`src/rtl/ay_wb_sequencer_pkg.sv`:
```
// Shared types and constants for the AY PSG Wishbone write sequencer.
// No logic of its own; no latency.
// No flow control; pure definitions.
package ay_wb_sequencer_pkg;

    // Byte address of PSG chip 0; chip 1 sits one 16-bit word above it.
    localparam logic [16:0] AY_BASE_ADR_DFLT = 17'o177130;

    // Byte selects: the register latch cycle drives the full word, the data
    // cycle only the low byte.
    localparam logic [1:0] SEL_LATCH = 2'b11;
    localparam logic [1:0] SEL_DATA  = 2'b01;
    localparam logic [1:0] SEL_NONE  = 2'b00;

    typedef enum logic [2:0] {
        ST_IDLE,
        ST_LATCH,
        ST_GAP,
        ST_DATA,
        ST_GAP2
    } seq_state_t;

    // One queued register write.
    typedef struct packed {
        logic       chip;
        logic [3:0] reg_idx;
        logic [7:0] dat;
    } cmd_t;

    localparam int CMD_W = $bits(cmd_t);

    // Registered Wishbone initiator outputs.
    typedef struct packed {
        logic        cyc;
        logic        stb;
        logic        wre;
        logic [1:0]  sel;
        logic [16:0] adr;
        logic [15:0] dat;
    } wb_out_t;

    // Byte address of the selected chip: chips are 2 bytes apart.
    function automatic logic [16:0] chip_adr(input logic [16:0] base, input logic chip);
        return base + {15'd0, chip, 1'b0};
    endfunction

endpackage

```
`src/rtl/ay_cmd_fifo.sv`:
```
// Small synchronous command FIFO with show-ahead read data.
// Latency: a push is visible on rd_vld/rd_dat one cycle after the write edge.
// Backpressure: wr_rdy drops when full; a pop is ignored while empty.
module ay_cmd_fifo #(
    parameter int WIDTH = 13,
    parameter int DEPTH = 4
) (
    input  logic             clk,
    input  logic             rst_n,
    input  logic             wr_vld,
    output logic             wr_rdy,
    input  logic [WIDTH-1:0] wr_dat,
    output logic             rd_vld,
    input  logic             rd_rdy,
    output logic [WIDTH-1:0] rd_dat
);

    localparam int PTR_W = $clog2(DEPTH);
    localparam int CNT_W = PTR_W + 1;

    logic [WIDTH-1:0] mem [DEPTH];
    logic [PTR_W-1:0] wr_ptr_q;
    logic [PTR_W-1:0] rd_ptr_q;
    logic [CNT_W-1:0] cnt_q;
    logic             push;
    logic             pop;

    assign wr_rdy = (cnt_q != CNT_W'(DEPTH));
    assign rd_vld = (cnt_q != '0);
    assign push   = wr_vld & wr_rdy;
    assign pop    = rd_rdy & rd_vld;
    assign rd_dat = mem[rd_ptr_q];

    // Storage array; contents need no reset because the count gates reads.
    always_ff @(posedge clk) begin
        if (push) begin
            mem[wr_ptr_q] <= wr_dat;
        end
    end

    // Pointers wrap naturally; simultaneous push and pop keep the count.
    always_ff @(posedge clk or negedge rst_n) begin
        if (!rst_n) begin
            wr_ptr_q <= '0;
            rd_ptr_q <= '0;
            cnt_q    <= '0;
        end else begin
            if (push) begin
                wr_ptr_q <= wr_ptr_q + PTR_W'(1);
            end
            if (pop) begin
                rd_ptr_q <= rd_ptr_q + PTR_W'(1);
            end
            case ({push, pop})
                2'b10:   cnt_q <= cnt_q + CNT_W'(1);
                2'b01:   cnt_q <= cnt_q - CNT_W'(1);
                default: cnt_q <= cnt_q;
            endcase
        end
    end

endmodule

```
`src/rtl/ay_wb_sequencer.sv`:
```
// Turns queued PSG register writes into Wishbone latch+data write cycles.
// Latency: stb rises two cycles after a command enters an empty, idle queue.
// Backpressure: cmd_ready_o low while the 4-entry queue is full; a bus cycle waits for ack or times out.
module ay_wb_sequencer
    import ay_wb_sequencer_pkg::*;
#(
    parameter logic [16:0] BASE_ADR = AY_BASE_ADR_DFLT,
    parameter int          TIMEOUT  = 15
) (
    input  logic        ppu_vm_clk_p,
    input  logic        ppu_vm_rst_n_i,
    input  logic        cmd_valid_i,
    output logic        cmd_ready_o,
    input  logic        cmd_chip_i,
    input  logic [3:0]  cmd_reg_i,
    input  logic [7:0]  cmd_dat_i,
    output logic [16:0] ppu_wbm_adr_o,
    output logic [15:0] ppu_wbm_dat_o,
    output logic        ppu_wbm_cyc_o,
    output logic        ppu_wbm_stb_o,
    output logic        ppu_wbm_wre_o,
    output logic [1:0]  ppu_wbm_sel_o,
    input  logic        ppu_wbm_ack_i,
    input  logic [15:0] ppu_wbm_dat_i,
    output logic        busy_o,
    output logic        err_o,
    input  logic        err_clr_i
);

    localparam logic [7:0] TMO_LAST = 8'(TIMEOUT - 1);

    seq_state_t state_q;
    seq_state_t state_d;
    cmd_t       cmd_q;
    cmd_t       cmd_d;
    cmd_t       fifo_wr_dat;
    cmd_t       fifo_rd_dat;
    wb_out_t    bus_q;
    wb_out_t    bus_d;
    logic [7:0] tmo_q;
    logic [7:0] tmo_d;
    logic       tmo_hit;
    logic       err_q;
    logic       fifo_rd_vld;
    logic       fifo_rd_rdy;
    logic       unused_rd_dat;

    // Write-only initiator: read data from the responder is never looked at.
    assign unused_rd_dat = ^ppu_wbm_dat_i;

    assign fifo_wr_dat = '{chip: cmd_chip_i, reg_idx: cmd_reg_i, dat: cmd_dat_i};

    ay_cmd_fifo #(
        .WIDTH (CMD_W),
        .DEPTH (4)
    ) u_cmd_fifo (
        .clk    (ppu_vm_clk_p),
        .rst_n  (ppu_vm_rst_n_i),
        .wr_vld (cmd_valid_i),
        .wr_rdy (cmd_ready_o),
        .wr_dat (fifo_wr_dat),
        .rd_vld (fifo_rd_vld),
        .rd_rdy (fifo_rd_rdy),
        .rd_dat (fifo_rd_dat)
    );

    // State register.
    always_ff @(posedge ppu_vm_clk_p or negedge ppu_vm_rst_n_i) begin
        if (!ppu_vm_rst_n_i) begin
            state_q <= ST_IDLE;
        end else begin
            state_q <= state_d;
        end
    end

    // Next state, queue pop, timeout counting; a timeout skips straight to GAP2.
    always_comb begin
        state_d     = state_q;
        cmd_d       = cmd_q;
        tmo_d       = '0;
        tmo_hit     = 1'b0;
        fifo_rd_rdy = 1'b0;
        case (state_q)
            ST_IDLE, ST_GAP2: begin
                if (fifo_rd_vld) begin
                    fifo_rd_rdy = 1'b1;
                    cmd_d       = fifo_rd_dat;
                    state_d     = ST_LATCH;
                end else begin
                    state_d = ST_IDLE;
                end
            end
            ST_LATCH, ST_DATA: begin
                if (ppu_wbm_ack_i) begin
                    state_d = (state_q == ST_LATCH) ? ST_GAP : ST_GAP2;
                end else if (tmo_q == TMO_LAST) begin
                    tmo_hit = 1'b1;
                    state_d = ST_GAP2;
                end else begin
                    tmo_d = tmo_q + 8'd1;
                end
            end
            ST_GAP: begin
                state_d = ST_DATA;
            end
            default: begin
                state_d = ST_IDLE;
            end
        endcase
    end

    // Bus outputs for the upcoming state; idle and gap cycles drive all zeros.
    always_comb begin
        bus_d = '0;
        case (state_d)
            ST_LATCH: begin
                bus_d.cyc = 1'b1;
                bus_d.stb = 1'b1;
                bus_d.wre = 1'b1;
                bus_d.sel = SEL_LATCH;
                bus_d.adr = chip_adr(BASE_ADR, cmd_d.chip);
                bus_d.dat = {8'h00, 4'h0, cmd_d.reg_idx};
            end
            ST_DATA: begin
                bus_d.cyc = 1'b1;
                bus_d.stb = 1'b1;
                bus_d.wre = 1'b1;
                bus_d.sel = SEL_DATA;
                bus_d.adr = chip_adr(BASE_ADR, cmd_d.chip);
                bus_d.dat = {8'h00, cmd_d.dat};
            end
            default: begin
                bus_d.sel = SEL_NONE;
            end
        endcase
    end

    // Datapath registers: current command, registered bus, timeout count, sticky error.
    always_ff @(posedge ppu_vm_clk_p or negedge ppu_vm_rst_n_i) begin
        if (!ppu_vm_rst_n_i) begin
            cmd_q <= '0;
            bus_q <= '0;
            tmo_q <= '0;
            err_q <= 1'b0;
        end else begin
            cmd_q <= cmd_d;
            bus_q <= bus_d;
            tmo_q <= tmo_d;
            if (tmo_hit) begin
                err_q <= 1'b1;
            end else if (err_clr_i) begin
                err_q <= 1'b0;
            end
        end
    end

    assign ppu_wbm_cyc_o = bus_q.cyc;
    assign ppu_wbm_stb_o = bus_q.stb;
    assign ppu_wbm_wre_o = bus_q.wre;
    assign ppu_wbm_sel_o = bus_q.sel;
    assign ppu_wbm_adr_o = bus_q.adr;
    assign ppu_wbm_dat_o = bus_q.dat;
    assign err_o         = err_q;
    assign busy_o        = fifo_rd_vld | (state_q != ST_IDLE);

endmodule

```
`config.mk`:
```
export PLATFORM = sky130hd
export DESIGN_NAME = ay_wb_sequencer
export DESIGN_NICKNAME = d
export VERILOG_FILES = /design/src/rtl/ay_wb_sequencer_pkg.sv /design/src/rtl/ay_cmd_fifo.sv /design/src/rtl/ay_wb_sequencer.sv
export SDC_FILE = /design/constraint.sdc
export NUM_CORES = 1
export LEC_CHECK = 0
export ABC_AREA = 1
export CORE_UTILIZATION = 25
export CTS_CLUSTER_SIZE = 14
export DETAILED_ROUTE_END_ITERATION = 8
export REMOVE_ABC_BUFFERS = 1
export SLEW_MARGIN = 15
export SYNTH_ARGS = -nofsm -noshare
export SYNTH_HDL_FRONTEND = slang
export SYNTH_SLANG_ARGS = --single-unit
```
`constraint.sdc`:
```
create_clock -name ppu_vm_clk_p -period 3.53 [get_ports ppu_vm_clk_p]
set_clock_uncertainty 0.15 [all_clocks]
set_input_delay 0.706 -clock ppu_vm_clk_p [delete_from_list [all_inputs] [get_ports ppu_vm_clk_p]]
set_output_delay 0.706 -clock ppu_vm_clk_p [all_outputs]
set_load 0.02 [all_outputs]
```
Word-level counts from Yosys, hierarchy flattened
Memories as Yosys holds them, arrays and structs flattened.
Index checks and enable logic that the tools add are counted.
{ "word_totals": {"out_inout_bits": 41, "ramBits": 52, "elab_cells": 66, "input_bits": 34, "latchBits": 0, "register_bits": 70, "memories": 1, "romBits": 0} }
{ "memory_table": {"columns": ["name", "words", "width", "read_ports", "rd_ports_with_merged_regs", "wr", "line_no", "rtl"], "rows": [
  ["u_cmd_fifo.mem", 4, 13, 1, 0, 1, "ay_cmd_fifo.sv:21", "logic [WIDTH-1:0] mem [DEPTH];"]
]} }
{ "op_classes": {"n_eq_ne": 10, "multipliers": 0, "n_lt_le_gt_ge": 0, "shifts": 0, "muxes": 23, "bitwise": 3, "div_mod_pow": 0, "reduce_logical": 8, "n_addsub": 6} }
{ "op_table": {"columns": ["op", "count"], "rows": [
  ["$pmux 33 s2", 1],
  ["$mux 13", 2],
  ["$mux 8", 3],
  ["$add 16x2->17 const A", 1],
  ["$mux 3", 4],
  ["$mux 1", 10],
  ["$eq 3x2->1 const B", 3],
  ["$pmux 3 s3", 1],
  ["$add 8x1->8 const B", 1],
  ["$eq 8x4->1 const B", 1],
  ["$eq 3x1->1 const B", 2],
  ["$pmux 3 s2", 1],
  ["$reduce_bool 3->1", 2],
  ["$reduce_or 2->1", 3],
  ["$add 2x1->2 const B", 2],
  ["$pmux 2 s2", 1],
  ["$reduce_bool 2->1", 2],
  ["$add 3x1->3 const B", 1],
  ["$eq 3x3->1 const B", 1],
  ["$logic_not 3->1", 1],
  ["$ne 3x3->1 const B", 1],
  ["$sub 3x1->3 const B", 1],
  ["$and 1x1->1", 2],
  ["$eq 2x1->1 const B", 1],
  ["2 further kinds", 2]
]} }

Depth between registers and ports, before layout
{ "depth": {"ltp_word": 7, "ltp_mapped": 10, "depth_no_buf": 10} }

Hierarchy
Synthesis repeated with hierarchy kept, for this count alone.
{ "hier_totals": {"cells_unflattened": 398, "area_unflattened_um2": 4271.6} }
{ "modules_own_cells": {"columns": ["mod", "cells_each", "seq_area_each_um2", "n_inst", "area_per_inst_um2"], "rows": [
  ["ay_cmd_fifo", 210, 1736.7, 1, 2555.0],
  ["ay_wb_sequencer", 188, 900.9, 1, 1716.6]
]} }

Least setup slack after synthesis
No wires, ideal clock.
{ "synth_timing": {"path_type": "register to register", "from": "reg u_cmd_fifo.cnt_q[0]", "to": "reg u_cmd_fifo.cnt_q[2]", "stages_incl_launch_ff": 10, "path_buffers": 0, "synth_period_minus_slack_ns": 2.210, "setup_ns": 0.131, "path_slack_ns": 1.320, "t_arrival_ns": 1.929, "required_time_ns": 3.249, "cell_sequence": "dfrtp_1 -> nor2_4 -> nand2_1 -> nand2_1 -> ha_1 -> inv_1 -> fa_1 -> a21oi_1 -> o21ai_0 -> xor2_1"} }
{ "synth_via": {"word_cells_on_any_way": 12, "classes_between": "2 x add/sub; 3 x eq/ne; 3 x mux; 2 x bitwise; 2 x reduce/logical"} }
{ "synth_lines": {"columns": ["item", "line_no", "rtl"], "rows": [
  ["from (decl)", "ay_cmd_fifo.sv:24", "logic [CNT_W-1:0] cnt_q;"],
  ["from (signal assigned)", "ay_cmd_fifo.sv:55", "2'b10: cnt_q <= cnt_q + CNT_W'(1);"],
  ["from (signal assigned)", "ay_cmd_fifo.sv:56", "2'b01: cnt_q <= cnt_q - CNT_W'(1);"],
  ["from (signal assigned)", "ay_cmd_fifo.sv:57", "default: cnt_q <= cnt_q;"],
  ["$ne 3x3->1 (*)", "ay_cmd_fifo.sv:28", "assign wr_rdy = (cnt_q != CNT_W'(DEPTH));"],
  ["net cmd_ready_o", "ay_wb_sequencer.sv:13", "output logic cmd_ready_o,"],
  ["$and 1x1->1 (*)", "ay_cmd_fifo.sv:30", "assign push = wr_vld & wr_rdy;"],
  ["$eq 2x1->1 or $eq 2x2->1 (tied branches)", "ay_cmd_fifo.sv:54", "case ({push, pop})"],
  ["$pmux 3 s2 or $reduce_bool 2->1 (tied branches)", null, null]
]} }
The timed path passes the listed nets; every way through them passes the cells marked *.
A chain may end at the register's enable or synchronous reset.

Worst setup path in the final report
{ "layout_timing": {"from": "reg state_q[1]", "to": "out busy_o"} }
{ "layout_via": {"elab_chain_cells": 2} }
{ "layout_rtl": {"columns": ["item", "line_no", "rtl"], "rows": [
  ["from (decl)", "ay_wb_sequencer.sv:32", "seq_state_t state_q;"],
  ["from (signal assigned)", "ay_wb_sequencer.sv:72", "state_q <= state_d;"],
  ["$reduce_bool 3->1", "ay_wb_sequencer.sv:164", "assign busy_o = fifo_rd_vld | (state_q != ST_IDLE);"],
  ["$or 1x1->1", "ay_wb_sequencer.sv:164", null],
  ["to (decl)", "ay_wb_sequencer.sv:25", "output logic busy_o,"]
]} }
Every way passes these cells.

==> impl_results.md <==
* Clock transition at path regs at 0.07 ns
* Die area at roughly 18000 um2
* Layout cells sized above 1 at between 10% and 20%
* Slew @ Worst Pin at between 0.9 and 1 ns
* WL final at between 8000 and 9000 um
* Crit path depth at 5
* Starting Density at about 26%
* Fillers at about 1700
* Critical path origin: state_q[1]$_DFF_PN0_
* Post-route cell area at a little over 5000 um2
* CTS buffer count at 9
* RD Place Congestion at between 0.7 and 0.8
* Wire length of the first global-routing pass at roughly 14000 um
* Worst-case reg-to-reg path depth at 10
* Hold crit path type: reg -> reg
* Crit-path cells: inv_1, nand2_2, inv_2, nand4_1, clkdlybuf4s50_1
* Clock power frac at 23.2%
* CP Launch Type: register
* Mapped Cells at 416
* Area post-placement at roughly 4800 um2
* WL/cell at about 12 um
* Type of destination of the critical path: primary output
* Post-detail-place hpwl at ~5500 um
* Unrepaired setup endpoints after global routing: no
* Io pins at 75
* CP bufs+invs at 3
* Fmax at 392 MHz
* Initial antenna violation count at 0
* Period utilisation layout at ~72%
* Pre-antenna DRT Iters at 4
* Worst EP required at between 2 and 3 ns
* Fin cells at 679
* Routed vias/inst at about 4
* Gate power share at approximately 39%
* Clock latency on the worst-skew pair at around 0.34 ns
* Post-synth top area share at about 36%
* Clock Path Buffers at 2
* Sink Count at 95
* Clock root buffer: clkbuf_16
* GRT Overall Usage at about 10%
* Most common cell after layout, fill and taps aside: inv_1
* Yosys reg bits at 95
* Port Buffers at 44
* Setup_tns at 0 ns
* Setup Fix Bufs, Post-CTS at 0
* Synth warn at 0
* Worst Setup Path Type: reg -> out
* Post-cts sizing count at 0
* Hold Path Depth at 1
* Pint at between 2000 and 3000 uW
* Relative slew slack at 34.2%
* Library cells used by synthesis at 32
* Seq pwr share at 37.7%
* CP max FO at 3
* FP Rows at 47
* Lkg Pwr at about 0.0022 uW
* Family with the most delay on the worst path: buffers and inverters
* Max-Cap Viols at 0
* Die X at between 100 and 150 um
* Hold path startpoint: tmo_q[0]$_DFF_PN0_
* Nets at 496
* Grt total ovfl at 0
* Worst EP arrival at between 1.5 and 2 ns
* Drt drc at 0
* Max Slew Vio Count at 0
* Largest cells by area after synthesis: edfxtp_1 (36%), dfrtp_1 (25%), inv_1 (6.2%)
* CTS Hold Buffers Added at 0
* Core box area at 16700 um2
* Peak supply drop at 0.398 mV
* PwrDens at roughly 900 nW/um2
* Post-synthesis sequential area ratio at about three fifths
* Switching Share at approximately two fifths
* Most frequent cells in the layout: inv_1 (71), nand2_1 (65), edfxtp_1 (52)
* Post-synth top area cell: edfxtp_1
* Setup violations, final at 0
* NetSw at 1730 uW
* Minimum clock period at about 2.6 ns
* R2R Path Start: state_q[1]$_DFF_PN0_
* Number of global-route vias before repair at 2700
* Die height at about 130 um
* Max stage delay on crit path at around 0.57 ns
* Antenna Nets Post-Route at 0
* Vias at about 2700
* Inserted Diodes at 0
* Slowest CP cell: clkdlybuf4s50_1
* Final Hold Fails at 0
* CTS tree: built
* Area growth syn-to-layout at 19.9%
* Placed cells at 663
* Avg Inst Size Synth at a little over 10 um2
* Drt initial violations at approximately 160
* Mapped Area at between 4000 and 5000 um2
* Largest net degree at the start of global routing at 44
* H-tree Lvls at 3
* Outcome: complete, no violations
synth_stat cells:
master	n
o21ai_0	16
o211ai_1	5
edfxtp_1	52
buf_2	1
o22ai_1	1
nand2_2	5
conb_1	1
inv_2	3
fa_1	1
buf_4	33
nand2_4	3
nor2_4	4
ha_1	7
nand3_2	2
or2_2	4
xnor2_1	2
nand4_1	1
buf_6	2
inv_1	71
nand3_1	32
nor3_1	4
a21oi_1	3
dfrtp_1	43
nor3b_1	2
xor2_1	4
o21ai_1	3
nor2_2	2
nor3_2	1
nor2_1	41
nand2_1	65
inv_4	1
a21oi_4	1
power by group through the flow:
| stage | clock, uW | combinational (uW) | sequential [uW] |
|---|---|---|---|
| floorplan | 0 | 958 | 1860 |
| global placement | 0 | 1750 | 1720 |
| detailed placement | 0 | 1800 | 1740 |
| CTS | 1070 | 1810 | 1720 |
| global route | 1120 | 2000 | 1750 |
| finish | 1050 | 1770 | 1710 |
cell families (layout without fill, tap and decap cells):
logic type	after synthesis	after routing	share of synthesized area [%]
DFF	95	95	61.2
xor gates and xnor gates	6	6	1.22
adders and majority gates	8	8	2.50
other	1	14	0.0870
buffers and inverters	111	141	13.0
AOI/OAI and AO/OA	29	29	3.95
and+or+nand+nor	166	166	18.0
sequential cells by signal, indices dropped and copies added, names as in the netlist, 2 cells and up:
| register | flops |
|---|---|
| cmd_q | 13 |
| ppu_wbm_dat_o | 8 |
| ppu_wbm_sel_o | 2 |
| state_q | 3 |
| tmo_q | 8 |
| u_cmd_fifo.cnt_q | 3 |
| u_cmd_fifo.mem | 52 |
| u_cmd_fifo.rd_ptr_q | 2 |
| u_cmd_fifo.wr_ptr_q | 2 |
layout make-up:
cell class,count,area [um2],share of cell area (%)
sequential,95,2640,51.1
multi-input combinational,223,1160,22.5
timing repair buffer,50,480,9.30
inverter,75,284,5.50
tap,220,275,5.33
clock buffer,9,225,4.36
clock inverter,7,104,2.01
routing by layer:
layer	global-route usage, %	part of all wire [%]
met1	12.1	43
met2	17.4	51
met3	2.32	3.8
met4	3.47	1.4
met5	0	0
stage by stage:
step | util [%] | worst slack (ns) | total power [uW] | hold WS, ns
after global placement | 29.0 | 0.875 | 3470 | 0.319
final | 30.9 | 0.979 | 4540 | 0.342
after global routing | 30.9 | 0.897 | 4870 | 0.360
after floorplan | - | 0.719 | 2820 | 0.260
after detailed placement | 29.0 | 0.865 | 3540 | 0.335
after CTS | 30.9 | 0.952 | 4600 | 0.344
worst reg2reg max path: stages, from the launching register on:
cell,delay [ns]
dfrtp_1,0.39
inv_1,0.12
nand2_2,0.10
a21oi_4,0.10
buf_4,0.28
ha_1,0.20
inv_1,0.07
fa_1,0.38
a21oi_1,0.14
o21ai_0,0.11
xor2_1,0.15
path summary, 6_finish.rpt:
| kind | end | slack (ns) |
|---|---|---|
| hold / removal | tmo_q[0]$_DFF_PN0_ | 0.34 |
| min in group asynchronous | state_q[2]$_DFF_PN0_ | 0.38 |
| hold reg to reg | tmo_q[0]$_DFF_PN0_ | 0.34 |
| setup / recovery | busy_o | 0.98 |
| max in group asynchronous | ppu_wbm_dat_o[0]$_DFF_PN0_ | 2.24 |
| setup reg to reg | u_cmd_fifo.cnt_q[2]$_DFFE_PN0P_ | 1.21 |
Note: power is estimated with default switching activity, not from simulation.
